==> src/rtl/uart_pkg.sv <==
// Shared types and helpers for the UART transmit path (and the future receive path).
package uart_pkg;

  typedef enum logic [2:0] {IDLE, START, DATA, PAR, STOP} state_t;

  localparam int PAR_NONE = 0;
  localparam int PAR_ODD  = 1;
  localparam int PAR_EVEN = 2;

  // Rounded bit period in clock cycles.
  function automatic int clks_per_bit(input int freq, input int baud);
    return (freq + baud / 2) / baud;
  endfunction

endpackage

==> src/rtl/sync_fifo.sv <==
// Single-clock FIFO with registered full/empty/count; head word is visible on rd_data.
module sync_fifo #(
  parameter int WIDTH = 8,
  parameter int DEPTH = 16
) (
  input  logic                     clk,
  input  logic                     rst,
  input  logic                     wr_en,
  input  logic [WIDTH-1:0]         wr_data,
  input  logic                     rd_en,
  output logic [WIDTH-1:0]         rd_data,
  output logic                     full,
  output logic                     empty,
  output logic [$clog2(DEPTH):0]   count
);

  localparam int AW = $clog2(DEPTH);
  localparam logic [AW:0] LAST = (AW+1)'(DEPTH - 1);
  localparam logic [AW:0] ONE  = (AW+1)'(1);

  logic [WIDTH-1:0] r_mem [DEPTH];
  logic [AW-1:0]    r_wr_ptr, r_rd_ptr;
  logic [AW:0]      r_count;
  logic             r_full, r_empty;
  logic             w_push, w_pop;

  assign w_push  = wr_en && !r_full;
  assign w_pop   = rd_en && !r_empty;
  assign rd_data = r_mem[r_rd_ptr];
  assign full    = r_full;
  assign empty   = r_empty;
  assign count   = r_count;

  always_ff @(posedge clk) begin
    if (w_push) r_mem[r_wr_ptr] <= wr_data;
  end

  always_ff @(posedge clk) begin
    if (rst) begin
      r_wr_ptr <= '0;
      r_rd_ptr <= '0;
      r_count  <= '0;
      r_full   <= 1'b0;
      r_empty  <= 1'b1;
    end else begin
      if (w_push) r_wr_ptr <= r_wr_ptr + 1'b1;
      if (w_pop)  r_rd_ptr <= r_rd_ptr + 1'b1;
      case ({w_push, w_pop})
        2'b10: begin
          r_count <= r_count + 1'b1;
          r_empty <= 1'b0;
          r_full  <= (r_count == LAST);
        end
        2'b01: begin
          r_count <= r_count - 1'b1;
          r_full  <= 1'b0;
          r_empty <= (r_count == ONE);
        end
        default: ;
      endcase
    end
  end

endmodule

==> src/rtl/uart_tx_fifo.sv <==
// Buffered UART transmitter with configurable frame format and zero-gap back-to-back frames.
// Optional flow control: define UART_TX_CTS_EN to add the cts_n input.
module uart_tx_fifo
  import uart_pkg::*;
#(
  parameter int CLK_FREQ   = 12_000_000,
  parameter int BAUD       = 115_200,
  parameter int DATA_BITS  = 8,
  parameter int PARITY     = 0,
  parameter int STOP_BITS  = 1,
  parameter int FIFO_DEPTH = 16
) (
  input  logic                          clk,
  input  logic                          rst,
  input  logic [DATA_BITS-1:0]          tx_data,
  input  logic                          tx_valid,
`ifdef UART_TX_CTS_EN
  input  logic                          cts_n,
`endif
  output logic                          tx_ready,
  output logic                          uart_tx,
  output logic                          busy,
  output logic [$clog2(FIFO_DEPTH):0]   fifo_count
);

  localparam int CPB       = clks_per_bit(CLK_FREQ, BAUD);
  localparam int STOP_CLKS = STOP_BITS * CPB;
  localparam int CW        = $clog2(STOP_CLKS);
  localparam logic [CW-1:0] BIT_END  = CW'(CPB - 1);
  localparam logic [CW-1:0] STOP_END = CW'(STOP_CLKS - 1);
  localparam logic [3:0]    DB_END   = 4'(DATA_BITS - 1);

  state_t                 r_state;
  logic [CW-1:0]          r_baud;
  logic [3:0]             r_bit;
  logic [DATA_BITS-1:0]   r_shift;
  logic                   r_par;
  logic                   r_tx;
  logic [DATA_BITS-1:0]   w_head;
  logic                   w_full, w_empty, w_pop, w_cts_ok, w_par;

`ifdef UART_TX_CTS_EN
  logic r_cts_s1, r_cts_s2;
  // Resets to "not clear" so nothing leaves before the line has been sampled.
  always_ff @(posedge clk) begin
    if (rst) begin
      r_cts_s1 <= 1'b1;
      r_cts_s2 <= 1'b1;
    end else begin
      r_cts_s1 <= cts_n;
      r_cts_s2 <= r_cts_s1;
    end
  end
  assign w_cts_ok = !r_cts_s2;
`else
  assign w_cts_ok = 1'b1;
`endif

  sync_fifo #(.WIDTH(DATA_BITS), .DEPTH(FIFO_DEPTH)) u_fifo (
    .clk     (clk),
    .rst     (rst),
    .wr_en   (tx_valid),
    .wr_data (tx_data),
    .rd_en   (w_pop),
    .rd_data (w_head),
    .full    (w_full),
    .empty   (w_empty),
    .count   (fifo_count)
  );

  // Pop only where a new frame may begin: from IDLE, or on the last stop-bit cycle.
  assign w_pop = !w_empty && w_cts_ok &&
                 ((r_state == IDLE) || (r_state == STOP && r_baud == STOP_END));
  assign w_par = (^w_head) ^ (PARITY == PAR_ODD);

  always_ff @(posedge clk) begin
    if (rst) begin
      r_state <= IDLE;
      r_baud  <= '0;
      r_bit   <= '0;
      r_shift <= '0;
      r_par   <= 1'b0;
      r_tx    <= 1'b1;
    end else begin
      case (r_state)
        IDLE: begin
          r_baud <= '0;
          if (w_pop) begin
            r_state <= START;
            r_shift <= w_head;
            r_par   <= w_par;
            r_tx    <= 1'b0;
          end
        end
        START: begin
          r_baud <= r_baud + 1'b1;
          if (r_baud == BIT_END) begin
            r_state <= DATA;
            r_baud  <= '0;
            r_bit   <= '0;
            r_tx    <= r_shift[0];
            r_shift <= r_shift >> 1;
          end
        end
        DATA: begin
          r_baud <= r_baud + 1'b1;
          if (r_baud == BIT_END) begin
            r_baud <= '0;
            if (r_bit == DB_END) begin
              if (PARITY != PAR_NONE) begin
                r_state <= PAR;
                r_tx    <= r_par;
              end else begin
                r_state <= STOP;
                r_tx    <= 1'b1;
              end
            end else begin
              r_bit   <= r_bit + 1'b1;
              r_tx    <= r_shift[0];
              r_shift <= r_shift >> 1;
            end
          end
        end
        PAR: begin
          r_baud <= r_baud + 1'b1;
          if (r_baud == BIT_END) begin
            r_state <= STOP;
            r_baud  <= '0;
            r_tx    <= 1'b1;
          end
        end
        STOP: begin
          r_baud <= r_baud + 1'b1;
          if (r_baud == STOP_END) begin
            r_baud <= '0;
            if (w_pop) begin
              r_state <= START;
              r_shift <= w_head;
              r_par   <= w_par;
              r_tx    <= 1'b0;
            end else begin
              r_state <= IDLE;
            end
          end
        end
        default: r_state <= IDLE;
      endcase
    end
  end

  assign tx_ready = !w_full;
  assign uart_tx  = r_tx;
  assign busy     = (r_state != IDLE) || !w_empty;

endmodule

==> config.mk <==
export PLATFORM = sky130hd
export DESIGN_NAME = uart_tx_fifo
export DESIGN_NICKNAME = d
export VERILOG_FILES = /design/src/rtl/uart_pkg.sv /design/src/rtl/sync_fifo.sv /design/src/rtl/uart_tx_fifo.sv
export SDC_FILE = /design/constraint.sdc
export NUM_CORES = 1
export LEC_CHECK = 0
export ABC_AREA = 1
export CAP_MARGIN = 5
export CORE_AREA = 8 8 138 140
export CTS_BUF_LIST = sky130_fd_sc_hd__clkbuf_8
export DETAILED_ROUTE_END_ITERATION = 10
export DIE_AREA = 0 0 146 148
export HOLD_SLACK_MARGIN = 0.1
export SLEW_MARGIN = 20
export SYNTH_ARGS = -nofsm -noshare
export SYNTH_HDL_FRONTEND = slang
export SYNTH_SLANG_ARGS = --single-unit
==> constraint.sdc <==
create_clock -name clk -period 7.4 [get_ports clk]
set_clock_uncertainty 0.1 [all_clocks]
set_input_delay 0.74 -clock clk [delete_from_list [all_inputs] [get_ports clk]]
set_output_delay 0.74 -clock clk [all_outputs]
set_load 0.03 [all_outputs]
==> reports/results.txt, run 1 <==
initial core utilization: 44.05%
WS Path Type: reg -> reg
final slew viol count: 0
synthesized flop and latch total: 170
DR DRC count: 0
Power, Total: 0.002172 W
Worst EP arrival: 3120 ps
DIE WIDTH: 146 um
post-DR wirelength/cell: 15.91 um
HPWL after DPL: 10380 um
EDFF count, synth: 128
Clock Path Buffers: 2
share of cells above drive strength 1: 6.444%
Die H: 148 um
Post-synth ARST share: 0%
Mapped Cells: 786
vias per cell: 5.012
PwrDens: 265.2 mW/mm^2
NumNets Final: 817
Final Core Density: 48.35%
routed via count: 5172
max_slew headroom: 25.63%
remaining antenna violation count after routing: 0
VDD IR max: 131.5 uV
Hold-fix buffers, CTS: 0
core footprint: 0.01694 sq mm
most frequent cells in the layout: nand2_1 (233), edfxtp_1 (128), inv_1 (94), nand3_1 (94), nor2_1 (60)
setup bufs post-CTS: 0
Max-Cap Viols: 0
Post-Place Cells: 1000
mapped cell area: 0.007461 sq mm
crit-path max FO: 11
first-pass GRT wire length: 26540 um
Worst Setup End Kind: register
TritonCTS clock tree: built
Skew-Pair Late Insertion Delay: 470 ps
vias in the first global route: 5099
TNS Setup: 0 ps
initial drt markers: 358
Root Buffer: clkbuf_8
TritonRoute pass-1 iters: 5
num ports: 19
Cell variety after synth: 37
dpl ws: 4142 ps
Filler cells: 1618
leakage: 3.271 nW
syn nets: 809
Setup violations, final: 0
die area: 0.02161 sq mm
total track usage: 15.77%
remaining global-route overflow: 0
critical path required time: 7700 ps
endpoints failing hold: 0
largest net degree at the start of global routing: 70
Detailed Route WL: 16420 um
Layout area overhead: 9.760%
Gates resized, CTS repair: 0
clock-pin slew on the worst setup and hold paths: 80 ps
post-synthesis sequential area ratio: 62.79%
type of the worst min-delay path: reg -> reg
number of port buffers: 18
fmax: 354.9 MHz
routability cong.: 0.8040
actual slew at the worst max-slew pin: 1111 ps
Synth area leaders: edfxtp_1 (52%), nand2_1 (12%), dfxtp_1 (11%), nand3_1 (6.3%), inv_1 (4.6%)
# rows: 48
Synth Flop Type: edfxtp_1
Synth warnings: 0
area taken by multi-input logic gates: 0.002263 sq mm
syn_area_per_cell: 9.492 sq um
startpoint class of the critical path: register
initial antenna violation count: 0
CTS buffer count: 17
unrepaired setup endpoints after global routing: no
Antenna diodes: 0
Final period util: 38.07%
Period minus WS final: 2817 ps
most common cell after layout, fill and taps aside: nand2_1
top cell type's share of synthesized area: 51.52%
clock sink total: 170
outcome: finished, final reports clean
cell taking the most area after synthesis: edfxtp_1
worst setup margin: 4583 ps
fin cells: 1032
depth of the CTS H-tree: 4
register area: 0.004687 sq mm
==> cells in the mapped netlist, types with 7 or more instances <==
library cell / number
edfxtp_1: 128
nand3_1: 94
ha_1: 12
dfxtp_1: 42
a21oi_1: 32
o21ai_0: 18
nor2_1: 61
nand2_1: 233
inv_1: 92
clkbuf_1: 19
buf_2: 8
o211ai_1: 7
==> layout make-up <==
cell class              count  share of cell area (%)
flip-flops and latches    170                   57.23
clock buffers              19                   3.193
inverters                  98                   4.523
well taps                 225                   3.438
clock inverters            13                   1.589
multi-input cells         487                   27.64
repair buffers             20                   2.383
==> power by group <==
part	switching, W	total (W)	internal (W)
clock network	0.000335	0.000649	0.000314
registers	0.0000406	0.00110	0.00106
logic	0.000288	0.000421	0.000133
==> sequential cells by signal (all words and copies together) (netlist names), named ones only <==
signal / count
r_bit: 4
r_state: 3
r_shift: 8
u_fifo.r_mem: 128
r_baud: 7
u_fifo.r_wr_ptr: 4
u_fifo.r_rd_ptr: 4
u_fifo.empty: 1
u_fifo.full: 1
uart_tx: 1
u_fifo.count: 5
==> cell families after synthesis <==
logic type | Yosys count | share of synthesized area, %
XOR/XNOR | 3 | 0.3522
AO/OA/AOI/OAI | 65 | 4.880
adder cells (fa/ha/maj) | 12 | 2.012
flip-flops | 170 | 62.79
AND/OR/NAND/NOR | 407 | 23.06
buffers and inverters | 129 | 6.909
==> per-stage QoR <==
stage | hold slack [ps] | cell area, sq um
2_1_floorplan | 343.8 | 7461
3_3_place_gp | 352.0 | 7794
3_5_place_dp | 361.3 | 7794
4_1_cts | 373.6 | 8185
5_1_grt | 390.0 | 8189
6_report | 371.4 | 8189
==> critical path: stages, from the launching register on <==
cell     delay, ps
dfxtp_1        390
ha_1           210
nand2_2        110
nor2_1         100
nand3_1        130
nand2_1        120
nand2_2        170
inv_1          240
ha_1           360
nor2_1         300
inv_1           90
o21ai_0        200
o21ai_0        100
a21oi_1        130
==> layer usage <==
metal | vias to the layer above | part of all wire (%) | global-route usage [%]
li1 | 2586 | - | -
met1 | 2463 | 47 | 19.77
met2 | 100 | 48 | 26.07
met3 | 23 | 3.9 | 3.546
met4 | 0 | 1.8 | 6.285
met5 | - | 0 | 0
==> worst paths after layout <==
kind | start | endpoint | slack, ps | cells after the start
worst min-delay path | u_fifo.full | u_fifo.full | 370 | 2
worst max-delay path | r_baud[0] | u_fifo.count[2] | 4580 | 13
worst min register to register | u_fifo.full | u_fifo.full | 370 | 2
worst max register to register | r_baud[0] | u_fifo.count[2] | 4580 | 13
No activity file was read; power rests on OpenSTA's default activity.
==> inputs of run 2 (changes only) <==
==> constraint.sdc (replaced) <==
create_clock -name clk -period 2.9 [get_ports clk]
set_clock_uncertainty 0.1 [all_clocks]
set_input_delay 0.29 -clock clk [delete_from_list [all_inputs] [get_ports clk]]
set_output_delay 0.29 -clock clk [all_outputs]
set_load 0.03 [all_outputs]
==> run 2 against run 1 <==
Against the previous run: via count grew 3.8%; wire length up 4.4%; register-to-register slack worse by 4100 ps; first-iteration DRC count increased by 15%; cell area rose by 0.83%; largest cell class unchanged; largest power group unchanged.
==> reports/results.txt, run 2 (same netlist as run 1, synthesis figures left out) <==
Bufs and invs on worst path: 2 (unchanged)
share of cells above drive strength 1: 7.117% (+0.67 points)
Power, Total: 0.005624 W (+160%)
post-DR wirelength/cell: 16.48 um (+3.6%)
Max-Cap Viols: 0 (unchanged)
total track usage: 16.56% (+0.79 points)
most frequent cells in the layout: nand2_1 (233), edfxtp_1 (128), inv_1 (94), nand3_1 (94), nor2_1 (60)
Filler cells: 1588 (-1.9%)
initial core utilization: 44.05% (unchanged)
vias per cell: 5.160 (+3.0%)
clock-pin slew on the worst setup and hold paths: 80 ps (about the same)
Final period util: 85.02% (+47 points)
VDD IR max: 465.6 uV (+250%)
max reg flops: 128 (unchanged)
routed via count: 5366 (+3.8%)
largest register by flop count: u_fifo.r_mem
remaining antenna violation count after routing: 0 (unchanged)
max_slew headroom: 39.17% (+14 points)
initial antenna violation count: 0 (unchanged)
final slew viol count: 0 (unchanged)
P_int: 0.003904 W (+160%)
largest net degree at the start of global routing: 69 (-1.4%)
Worst EP arrival: 2760 ps (-360 ps)
registers with the most flip-flops: u_fifo.r_mem: 128 flops, r_shift: 8 flops, r_baud: 7 flops
Reg2Reg Setup Slack: 430 ps (-4150 ps)
Sw Ratio: 30.59% (about the same)
CTS buffer count: 17 (unchanged)
type of the worst min-delay path: reg -> reg
Clock power frac: 29.5% (-0.4 points)
Largest stage delay, worst path: 390 ps (about the same)
NumNets Final: 826 (+1.1%)
switching power: 0.001721 W (+160%)
routability cong.: 0.9097 (+13%)
Clock Path Buffers: 2 (unchanged)
die area: 0.02161 sq mm (unchanged)
depth of the CTS H-tree: 4 (unchanged)
HPWL after DPL: 11500 um (+11%)
clock sink total: 170 (unchanged)
num ports: 19 (unchanged)
first-pass GRT wire length: 27520 um (+3.7%)
number of port buffers: 18 (unchanged)
Worst Setup End Kind: register
TNS Setup: 0 ps (unchanged)
startpoint class of the critical path: register
Crit path max-delay family: simple AND/OR/NAND/NOR gates
Skew-Pair Late Insertion Delay: 460 ps (about the same)
Seq pwr share: 49.4% (-1.3 points)
Hold-fix buffers, CTS: 0 (unchanged)
setup bufs post-CTS: 0 (unchanged)
PwrDens: 681.2 mW/mm^2 (+160%)
unrepaired setup endpoints after global routing: no
DIE WIDTH: 146 um (unchanged)
DR DRC count: 0 (unchanged)
TritonRoute pass-1 iters: 5 (unchanged)
vias in the first global route: 5415 (+6.2%)
TritonCTS clock tree: built
remaining global-route overflow: 0 (unchanged)
crit-path max FO: 8 (-3)
leakage: 3.307 nW (+1.1%)
outcome: finished, final reports clean
critical path required time: 3200 ps (-4500 ps)
Detailed Route WL: 17140 um (+4.4%)
Die H: 148 um (unchanged)
# rows: 48 (unchanged)
crit-path cells: ha_1 -> nand2_2 -> nor2_1 -> nand3_1 -> nand2_1 -> nand2_2 -> inv_1 -> ha_1 -> inv_1 -> nand2_1 -> o31ai_1 -> o21ai_0 -> a21oi_1
Gates resized, CTS repair: 0 (unchanged)
Period minus WS final: 2466 ps (-351.7 ps)
core footprint: 0.01694 sq mm (unchanged)
CP max stage cell: dfxtp_1
initial drt markers: 411 (+15%)
most common cell after layout, fill and taps aside: nand2_1
Root Buffer: clkbuf_8
Gate power share: 21.1% (+1.7 points)
Antenna diodes: 0 (unchanged)
fmax: 405.6 MHz (+14%)
Layout area overhead: 10.67%
actual slew at the worst max-slew pin: 909.7 ps (-201.8 ps)
Setup violations, final: 0 (unchanged)
WS Path Type: reg -> reg
endpoints failing hold: 0 (unchanged)
-- run 2: changes by cell type in the layout (fill, tap and decap cells not counted), sizes merged --
cell / before / now
buf: 2 / 11
clkbuf: 19 / 17
bufinv: 2 / 3
clkinv: 7 / 6
clkinvlp: 3 / 4
-- run 2: layout make-up --
cell class / instances / area [sq um] / area share (%)
Sequential cell: 170 / 4686 / 56.75
Multi-Input combinational cell: 487 / 2263 / 27.41
Inverter: 98 / 370.4 / 4.486
Tap cell: 225 / 281.5 / 3.410
Timing Repair Buffer: 29 / 262.8 / 3.182
Clock buffer: 17 / 234.0 / 2.834
Clock inverter: 14 / 158.9 / 1.925
-- run 2: power by group through the flow --
stage,clock network (W),logic [W],registers [W]
final,0.00166,0.00119,0.00278
after global routing,0.00179,0.00133,0.00279
after CTS,0.00168,0.00119,0.00278
after detailed placement,0,0.00118,0.00283
after global placement,0,0.00116,0.00283
after floorplan,0,0.000800,0.00284
-- run 2: stage by stage --
step | worst slack, ps | hold slack (ps) | cell area [sq um] | instances | util [%]
6_report | 434.3 | 370.3 | 8257 | 1040 | 48.75
5_1_grt | 51.37 | 389.5 | 8257 | 1040 | 48.75
4_1_cts | 318.0 | 370.1 | 8254 | 1040 | 48.74
3_5_place_dp | 339.4 | 357.5 | 7861 | 1009 | 46.42
3_3_place_gp | 505.8 | 352.2 | 7861 | 1009 | 46.42
2_1_floorplan | 480.5 | 268.5 | 7461 | 786 | -
-- run 2: worst min-delay path, cell delays in order, from the launching register on --
cell and delay [ps]:
dfxtp_1 320, nand2_1 60, a21oi_1 50
-- run 2: routing by layer --
layer	wire length (um)	up-vias	global-route usage, %
met5	0	-	0
met4	464	0	7.883
met3	710	34	2.874
met2	8416	139	27.86
met1	7547	2590	20.43
li1	-	2603	-
-- run 2: path summary, 6_finish.rpt --
check,start,depth (start not counted),end
worst max-delay path,r_baud[0],13,u_fifo.count[3]
worst min-delay path,r_shift[7],2,r_shift[7]
worst max register to register,r_baud[0],13,u_fifo.count[3]
worst min register to register,r_shift[7],2,r_shift[7]
